<file path="src/rtl/raytracing_job_dispatcher_pkg.sv">
// Shared types for the raytracing job dispatcher: fixed-point widths, colour and sphere types,
// frame size defaults and the dispatcher state enum.
package raytracing_job_dispatcher_pkg;

   localparam int unsigned FP_B          = 4;
   localparam int unsigned COORD_B       = 12;
   localparam int unsigned COLOR_B       = 24;
   localparam int unsigned DOTY_B        = 22;
   localparam int unsigned PX_Y_SQRD_B   = 18;
   localparam int unsigned S_Y_SQRD_B    = 20;
   localparam int unsigned H_RES_DEFAULT = 640;
   localparam int unsigned V_RES_DEFAULT = 480;

   typedef logic [COLOR_B-1:0] color_t;

   typedef struct packed {
      logic signed [COORD_B-1:0] x;
      logic signed [COORD_B-1:0] y;
      logic signed [COORD_B-1:0] z;
      logic        [COORD_B-1:0] radius;
   } sphere_t;

   typedef enum logic [2:0] {
      IDLE,
      ROW_SETUP,
      ACTIVATE,
      WAIT_HI,
      WAIT_LO,
      RELEASE,
      DRAIN,
      NEXT
   } dispatch_state_e;

endpackage

</file>
<file path="src/rtl/raytracing_job_dispatcher_rt_row_setup.sv">
// Per-row shared values for the worker array: y**2 and y*sphere.y registered on load_row,
// sphere.y**2 >>> FP_B registered when a frame's sphere is latched.
module rt_row_setup
   import raytracing_job_dispatcher_pkg::*;
#(
   parameter int unsigned V_RES = V_RES_DEFAULT,
   parameter int unsigned ROW_B = 9
) (
   input  logic                       clk,
   input  logic                       rst_,
   input  logic                       load_sphere,
   input  logic                       load_row,
   input  logic signed [COORD_B-1:0]  sphere_y,
   input  logic        [ROW_B-1:0]    row,
   output logic signed [DOTY_B-1:0]   doty_r,
   output logic        [PX_Y_SQRD_B-1:0] pixel_y_sqrd,
   output logic        [S_Y_SQRD_B-1:0]  sphere_y_sqrd
);

   logic signed [COORD_B-1:0]   sphere_y_q;
   logic signed [2*COORD_B-1:0] y_w;
   logic signed [2*COORD_B-1:0] sy_w;

   // Operands are pre-widened so the products keep their full width before truncation.
   assign y_w  = (2*COORD_B)'(row) - (2*COORD_B)'(V_RES/2);
   assign sy_w = (2*COORD_B)'(sphere_y);

   always_ff @(posedge clk or negedge rst_) begin
      if (!rst_) begin
         sphere_y_q    <= '0;
         sphere_y_sqrd <= '0;
         doty_r        <= '0;
         pixel_y_sqrd  <= '0;
      end else begin
         if (load_sphere) begin
            sphere_y_q    <= sphere_y;
            sphere_y_sqrd <= S_Y_SQRD_B'((sy_w * sy_w) >>> FP_B);
         end
         if (load_row) begin
            doty_r       <= DOTY_B'(y_w * (2*COORD_B)'(sphere_y_q));
            pixel_y_sqrd <= PX_Y_SQRD_B'(y_w * y_w);
         end
      end
   end

endmodule

</file>
<file path="src/rtl/raytracing_job_dispatcher.sv">
// Frame-level job dispatcher: activates the worker array batch by batch and drains results
// to the framebuffer in pixel order. Optional watchdog: RT_DISPATCH_TIMEOUT_EN.
module raytracing_job_dispatcher
   import raytracing_job_dispatcher_pkg::*;
#(
   parameter int unsigned N_WORKERS        = 4,
   parameter int unsigned JOBS_SUBDIVISION = 8,
   parameter int unsigned H_RES            = H_RES_DEFAULT,
   parameter int unsigned V_RES            = V_RES_DEFAULT,
   parameter int unsigned TIMEOUT_CYCLES   = 4096
) (
   input  logic                                             clk,
   input  logic                                             rst_,
   input  logic                                             frame_start,
   input  sphere_t                                          sphere,
   output logic [N_WORKERS-1:0]                             activate,
   output logic [N_WORKERS-1:0][COORD_B-1:0]                pixel_start_x,
   output logic signed [DOTY_B-1:0]                         doty_r,
   output logic [PX_Y_SQRD_B-1:0]                           pixel_y_sqrd,
   output logic [S_Y_SQRD_B-1:0]                            sphere_y_sqrd,
   input  logic [N_WORKERS-1:0]                             busy,
   input  color_t [N_WORKERS-1:0][JOBS_SUBDIVISION-1:0]     buffer,
   output logic                                             fb_valid,
   input  logic                                             fb_ready,
   output logic [$clog2(H_RES*V_RES)-1:0]                   fb_addr,
   output color_t                                           fb_color,
   output logic                                             frame_busy,
   output logic                                             frame_done,
   output logic                                             timeout_err
);

   localparam int unsigned B     = N_WORKERS * JOBS_SUBDIVISION;
   localparam int unsigned ROW_B = (V_RES > 1) ? $clog2(V_RES) : 1;
   localparam int unsigned COL_B = $clog2(H_RES);
   localparam int unsigned K_B   = $clog2(B);
   localparam int unsigned W_B   = (N_WORKERS > 1) ? $clog2(N_WORKERS) : 1;
   localparam int unsigned J_B   = (JOBS_SUBDIVISION > 1) ? $clog2(JOBS_SUBDIVISION) : 1;
   localparam int unsigned A_B   = $clog2(H_RES*V_RES);

   dispatch_state_e  state_q, state_d;
   logic [ROW_B-1:0] row_q;
   logic [COL_B-1:0] c0_q;
   logic [K_B-1:0]   k_q;
   logic             last_col, last_row;
   logic [W_B-1:0]   wi;
   logic [J_B-1:0]   ji;
   logic             tmo_hit, tmo_batch;
   logic             unused_sphere_bits;

   assign unused_sphere_bits = ^{sphere.x, sphere.z, sphere.radius};
   assign last_col = (c0_q == COL_B'(H_RES - B));
   assign last_row = (row_q == ROW_B'(V_RES - 1));
   assign wi       = W_B'(32'(k_q) % N_WORKERS);
   assign ji       = J_B'(32'(k_q) / N_WORKERS);

   rt_row_setup #(
      .V_RES (V_RES),
      .ROW_B (ROW_B)
   ) u_row_setup (
      .clk           (clk),
      .rst_          (rst_),
      .load_sphere   (state_q == IDLE && frame_start),
      .load_row      (state_q == ROW_SETUP),
      .sphere_y      (sphere.y),
      .row           (row_q),
      .doty_r        (doty_r),
      .pixel_y_sqrd  (pixel_y_sqrd),
      .sphere_y_sqrd (sphere_y_sqrd)
   );

   always_ff @(posedge clk or negedge rst_) begin
      if (!rst_) state_q <= IDLE;
      else       state_q <= state_d;
   end

   always_comb begin
      state_d = state_q;
      unique case (state_q)
         IDLE:      if (frame_start) state_d = ROW_SETUP;
         ROW_SETUP: state_d = ACTIVATE;
         ACTIVATE:  state_d = WAIT_HI;
         WAIT_HI:   if (&busy) state_d = WAIT_LO;
         WAIT_LO:   if (~|busy) state_d = RELEASE;
         RELEASE:   state_d = DRAIN;
         DRAIN:     if (fb_ready && k_q == K_B'(B - 1)) state_d = NEXT;
         NEXT:      state_d = !last_col ? ACTIVATE : (last_row ? IDLE : ROW_SETUP);
         default:   state_d = IDLE;
      endcase
      if (tmo_hit) state_d = RELEASE;
   end

   always_comb begin
      activate      = '0;
      pixel_start_x = '0;
      fb_valid      = 1'b0;
      fb_addr       = '0;
      fb_color      = '0;
      frame_busy    = (state_q != IDLE);
      if (state_q inside {ACTIVATE, WAIT_HI, WAIT_LO}) begin
         activate = '1;
         for (int unsigned w = 0; w < N_WORKERS; w++)
            pixel_start_x[w] = COORD_B'(c0_q) - COORD_B'(H_RES/2) + COORD_B'(w);
      end
      if (state_q == DRAIN) begin
         fb_valid = 1'b1;
         fb_addr  = A_B'(32'(row_q) * H_RES + 32'(c0_q) + 32'(k_q));
         fb_color = tmo_batch ? '0 : buffer[wi][ji];
      end
   end

   always_ff @(posedge clk or negedge rst_) begin
      if (!rst_) begin
         row_q      <= '0;
         c0_q       <= '0;
         k_q        <= '0;
         frame_done <= 1'b0;
      end else begin
         frame_done <= 1'b0;
         case (state_q)
            IDLE: if (frame_start) begin
               row_q <= '0;
               c0_q  <= '0;
               k_q   <= '0;
            end
            DRAIN: if (fb_ready) k_q <= (k_q == K_B'(B - 1)) ? '0 : k_q + 1'b1;
            NEXT: begin
               if (!last_col) begin
                  c0_q <= c0_q + COL_B'(B);
               end else begin
                  c0_q <= '0;
                  if (last_row) frame_done <= 1'b1;
                  else          row_q      <= row_q + 1'b1;
               end
            end
            default: ;
         endcase
      end
   end

`ifdef RT_DISPATCH_TIMEOUT_EN
   localparam int unsigned T_B = $clog2(TIMEOUT_CYCLES + 1);

   logic [T_B-1:0] tmo_cnt_q;
   logic           in_wait;
   logic           tmo_batch_q;
   logic           timeout_err_q;

   // One counter spans both wait states so the limit bounds the whole batch.
   assign in_wait     = (state_q inside {WAIT_HI, WAIT_LO});
   assign tmo_hit     = in_wait && (tmo_cnt_q == T_B'(TIMEOUT_CYCLES - 1));
   assign tmo_batch   = tmo_batch_q;
   assign timeout_err = timeout_err_q;

   always_ff @(posedge clk or negedge rst_) begin
      if (!rst_) begin
         tmo_cnt_q     <= '0;
         tmo_batch_q   <= 1'b0;
         timeout_err_q <= 1'b0;
      end else begin
         tmo_cnt_q <= in_wait ? tmo_cnt_q + 1'b1 : '0;
         if (tmo_hit) begin
            tmo_batch_q   <= 1'b1;
            timeout_err_q <= 1'b1;
         end else if (state_q == NEXT) begin
            tmo_batch_q <= 1'b0;
         end
      end
   end
`else
   localparam int unsigned UNUSED_TIMEOUT_CYCLES = TIMEOUT_CYCLES;

   assign tmo_hit     = 1'b0;
   assign tmo_batch   = 1'b0;
   assign timeout_err = 1'b0;
`endif

endmodule

</file>
<file path="config.mk">
export PLATFORM = sky130hd
export DESIGN_NAME = raytracing_job_dispatcher
export DESIGN_NICKNAME = d
export VERILOG_FILES = /design/src/rtl/raytracing_job_dispatcher_pkg.sv /design/src/rtl/raytracing_job_dispatcher_rt_row_setup.sv /design/src/rtl/raytracing_job_dispatcher.sv
export SDC_FILE = /design/constraint.sdc
export NUM_CORES = 1
export LEC_CHECK = 0
export CELL_PAD_IN_SITES_DETAIL_PLACEMENT = 0
export CELL_PAD_IN_SITES_GLOBAL_PLACEMENT = 1
export CORE_AREA = 4 4 385 387
export DETAILED_ROUTE_END_ITERATION = 8
export DIE_AREA = 0 0 389 391
export GPL_ROUTABILITY_DRIVEN = 0
export PLACE_DENSITY = 0.55
export SYNTH_ARGS = -nofsm -noshare
export SYNTH_HDL_FRONTEND = slang
export SYNTH_SLANG_ARGS = --single-unit
</file>
<file path="constraint.sdc">
create_clock -name clk -period 9.1 [get_ports clk]
set_input_delay 1.82 -clock clk [delete_from_list [all_inputs] [get_ports clk]]
set_output_delay 1.82 -clock clk [all_outputs]
set_load 0.03 [all_outputs]
</file>
==> qor.csv <==
stage,metric,value,unit
power,ir_drop,0.0003116,V
finish,nFillCells,15710,
synth,synth-seq-cells,94,
finish,fin_nets,4394,
die,dieArea,0.1521,mm2
synth,synthCells,2260,
sta,slew_headroom,0.06584,
synth,synth_top_area_cell,fa_1,
sta,setup_viol,0,
finish,mostFrequentLayoutCells,"clkdlybuf4s50_1 (927), inv_1 (391), fa_1 (303)",
synth,ys_warn_count,0,
global_routing,track_usage,0.2227,
synth,netlist_area,0.02340,mm2
clocking,path_clk_slew,70,ps
synth,ys_types,55,
synth,synth_top_area_frac,0.2592,
routing,vias_per_cell,4.384,
global_routing,grt_util_met2,0.3211,
routing,vias,22290,
clocking,post_cts_buffers,0,
placement,dp_hpwl,155700,um
global_routing,gr-total-overflow,0,
sta,skew,13.66,ps
synth,synth_fa_ha_area_frac,0.3565,
die,start_util,0.1615,
clocking,cts_tree,yes,
synth,synth_edf_count,0,
clocking,cts_resized,0,
clocking,cts_buffer_depth,2,
setup_path,crit_path_end_kind,flip-flop,
setup_path,critPathLaunchType,input pin,
sta,hold_viol_final,0,
sta,max_freq,127.8,MHz
synth,synth-xor-area-share,0.03668,
routing,wl_per_cell,34.00,um
power,p_per_area,315.9,mW/mm2
setup_path,critPathArrivalTime,8080,ps
finish,syn_to_final_growth,50.52,%
routing,drt_iter0_markers,2213,
global_routing,antenna_found_initial,147,
global_routing,grt_max_degree,67,
sta,final.setup.tns,0,ps
die,io_pins,983,
sta,min_period,7828,ps
synth,synth_top_flop_cell,dfrtp_1,
synth,async_flop_share,1.000,
synth,synth.area.top_cells,"fa_1 (26%), mux4_2 (23%), dfrtp_1 (10%)",
global_routing,busiest_layer,met2,
die,die_w,389,um
clocking,clk_latency,390,ps
global_routing,grt_pass1_vias,23020,
outcome,run_status,completed,
synth,syn_area_per_cell,10.35,um2
setup_path,crit_required,9350,ps
finish,layout-drive-gt1-share,0.1045,
global_routing,grtUsageMet1,0.2520,
setup_path,critical_path_class,input pin to flip-flop,
clocking,cts-root-buf,clkbuf_16,
die,rows,140,
finish,layout_commonest_cell,clkdlybuf4s50_1,
synth,ys_seq_area_frac,0.1005,
setup_path,crit_slowest_cell,clkdlybuf4s50_1,
synth,synth_simple_gate_area_frac,0.1111,
synth,synth_mux_area_frac,0.2469,
routing,drc,0,
routing,postRouteAntennaNets,0,
synth,synth_compound_area_frac,0.05101,
setup_path,cp_common_cell,fa_1,
clocking,numCtsBuffers,9,
sta,fin_crit_sh,0.8602,
placement,numPortBuffers,928,
die,coreArea,0.1449,mm2
power,p_leak,14.37,nW
synth,synth_top_family_by_area,adder cells,
global_routing,grt_first_pass_wirelength,221500,um
die,die_y,391,um
clocking,cts_sinks,94,
run,drv_cap,0,
setup_path,crit_fanout,11,
sta,rsz0062_at_grt,no,
sta,drv_slew,0,
finish,finalCoreUtilization,0.2431,
routing,drt_pass1_iterations,5,
global_routing,use_met3,0.1437,
hold_path,hp-class,flip-flop to flip-flop,
sta,tightest_slew,1362,ps
routing,totalWireLength,172900,um
setup_path,cpPeakStageDelay,840,ps
clocking,cts_max_level,3,
clocking,cts_hold_buf,0,
setup_path,crit_chain,clkdlybuf4s50_1 > inv_1 > nor2_1 > fa_1 > inv_1 > fa_1 > fa_1 > fa_1 > inv_1 > fa_1 > ha_1 > o21a_1 > o21ai_0 > a21oi_1 > and3_1 > a2111oi_0 > o21ai_1 > a31oi_1 > xnor2_1 > o21ai_1,
## worst paths after layout
path / cells past startpoint / start / slack [ps] / end
hold / removal: 2 / u_row_setup.doty_r[5] / 480 / u_row_setup.doty_r[5]
setup / recovery: 20 / sphere[30] / 1270 / u_row_setup.sphere_y_sqrd[19]
max in group asynchronous: 2 / rst_ / 6440 / u_row_setup.sphere_y_sqrd[18]
setup reg to reg: 21 / row_q[4] / 1730 / u_row_setup.doty_r[20]
hold reg to reg: 2 / u_row_setup.doty_r[5] / 480 / u_row_setup.doty_r[5]
min in group asynchronous: 1 / rst_ / 1500 / u_row_setup.pixel_y_sqrd[17]
## per-layer routing
layer	routed length, um	vias to the layer above
li1	-	9248
met1	64480	11190
met2	70840	1476
met3	26470	304
met4	9238	78
met5	1833	-
## synth_stat cells (3+ instances only)
library cell,count
a211o_1,3
a211oi_1,6
a21o_1,13
a21oi_1,44
a31oi_1,7
and2_1,110
and3_1,6
buf_1,23
buf_2,7
buf_4,41
clkbuf_1,99
dfrtp_1,94
fa_1,303
ha_1,182
inv_1,391
mux2_2,10
mux2i_1,26
mux4_2,240
nand2_1,207
nand2b_1,24
nand3_1,12
nand4_1,4
nor2_1,105
nor2b_1,37
nor3_1,21
nor4_1,5
o211ai_1,3
o21a_1,5
o21ai_0,63
o21ai_1,23
o21bai_1,5
o31ai_1,9
or2_2,6
xnor2_1,57
xor2_1,41
## critical path: cells and delay by family
| family | cells | cell delay, ps |
|---|---|---|
| adder cells (fa/ha/maj) | 6 | 2660 |
| AO/OA/AOI/OAI | 7 | 1660 |
| buffers and inverters | 4 | 1240 |
| AND/OR/NAND/NOR | 2 | 540 |
| XOR/XNOR | 1 | 140 |
## state kept, by name, summed over array words and instances, names as in the netlist
name,cells
c0_q,5
u_row_setup.sphere_y_q,12
frame_done,1
u_row_setup.sphere_y_sqrd,20
k_q,5
row_q,9
state_q,3
u_row_setup.doty_r,22
u_row_setup.pixel_y_sqrd,17
## cells by family after synthesis
family,count (synthesis)
flip-flops,94
other,1
XOR/XNOR,98
buffers and inverters,562
AO/OA/AOI/OAI,199
AND/OR/NAND/NOR,545
multiplexers,276
adder cells (fa/ha/maj),485
## layout make-up
class	instances	area (um2)	area share
Timing Repair Buffer	967	9604	0.2727
Tap cell	1917	2399	0.06810
Multi-Input combinational cell	1621	18850	0.5353
Inverter	392	1471	0.04177
Antenna cell	78	195.2	0.005542
Clock buffer	10	239.0	0.006785
Sequential cell	94	2369	0.06724
Clock inverter	6	91.34	0.002593
## report_power, final
part	switching (mW)	total [mW]	internal (mW)	leakage [nW]
Clock	0.202	0.452	0.251	0.164
Sequential	0.335	0.901	0.566	1.23
Combinational	5.28	9.77	4.49	13.0
## metrics by stage
stage / cell area [um2] / setup slack [ps] / hold WS (ps) / cells / total power, mW
final: 35220 / 1272 / 484.0 / 5085 / 11.13
after global routing: 35190 / 840.3 / 509.1 / 5073 / 12.35
after CTS: 35030 / 1248 / 487.8 / 5007 / 11.32
after detailed placement: 34700 / 828.1 / 469.9 / 4991 / 10.81
after global placement: 34700 / 816.8 / 457.3 / 4991 / 10.79
after floorplan: 23460 / 2235 / 526.0 / 2277 / 7.733
(Power assumes the default switching activity.)
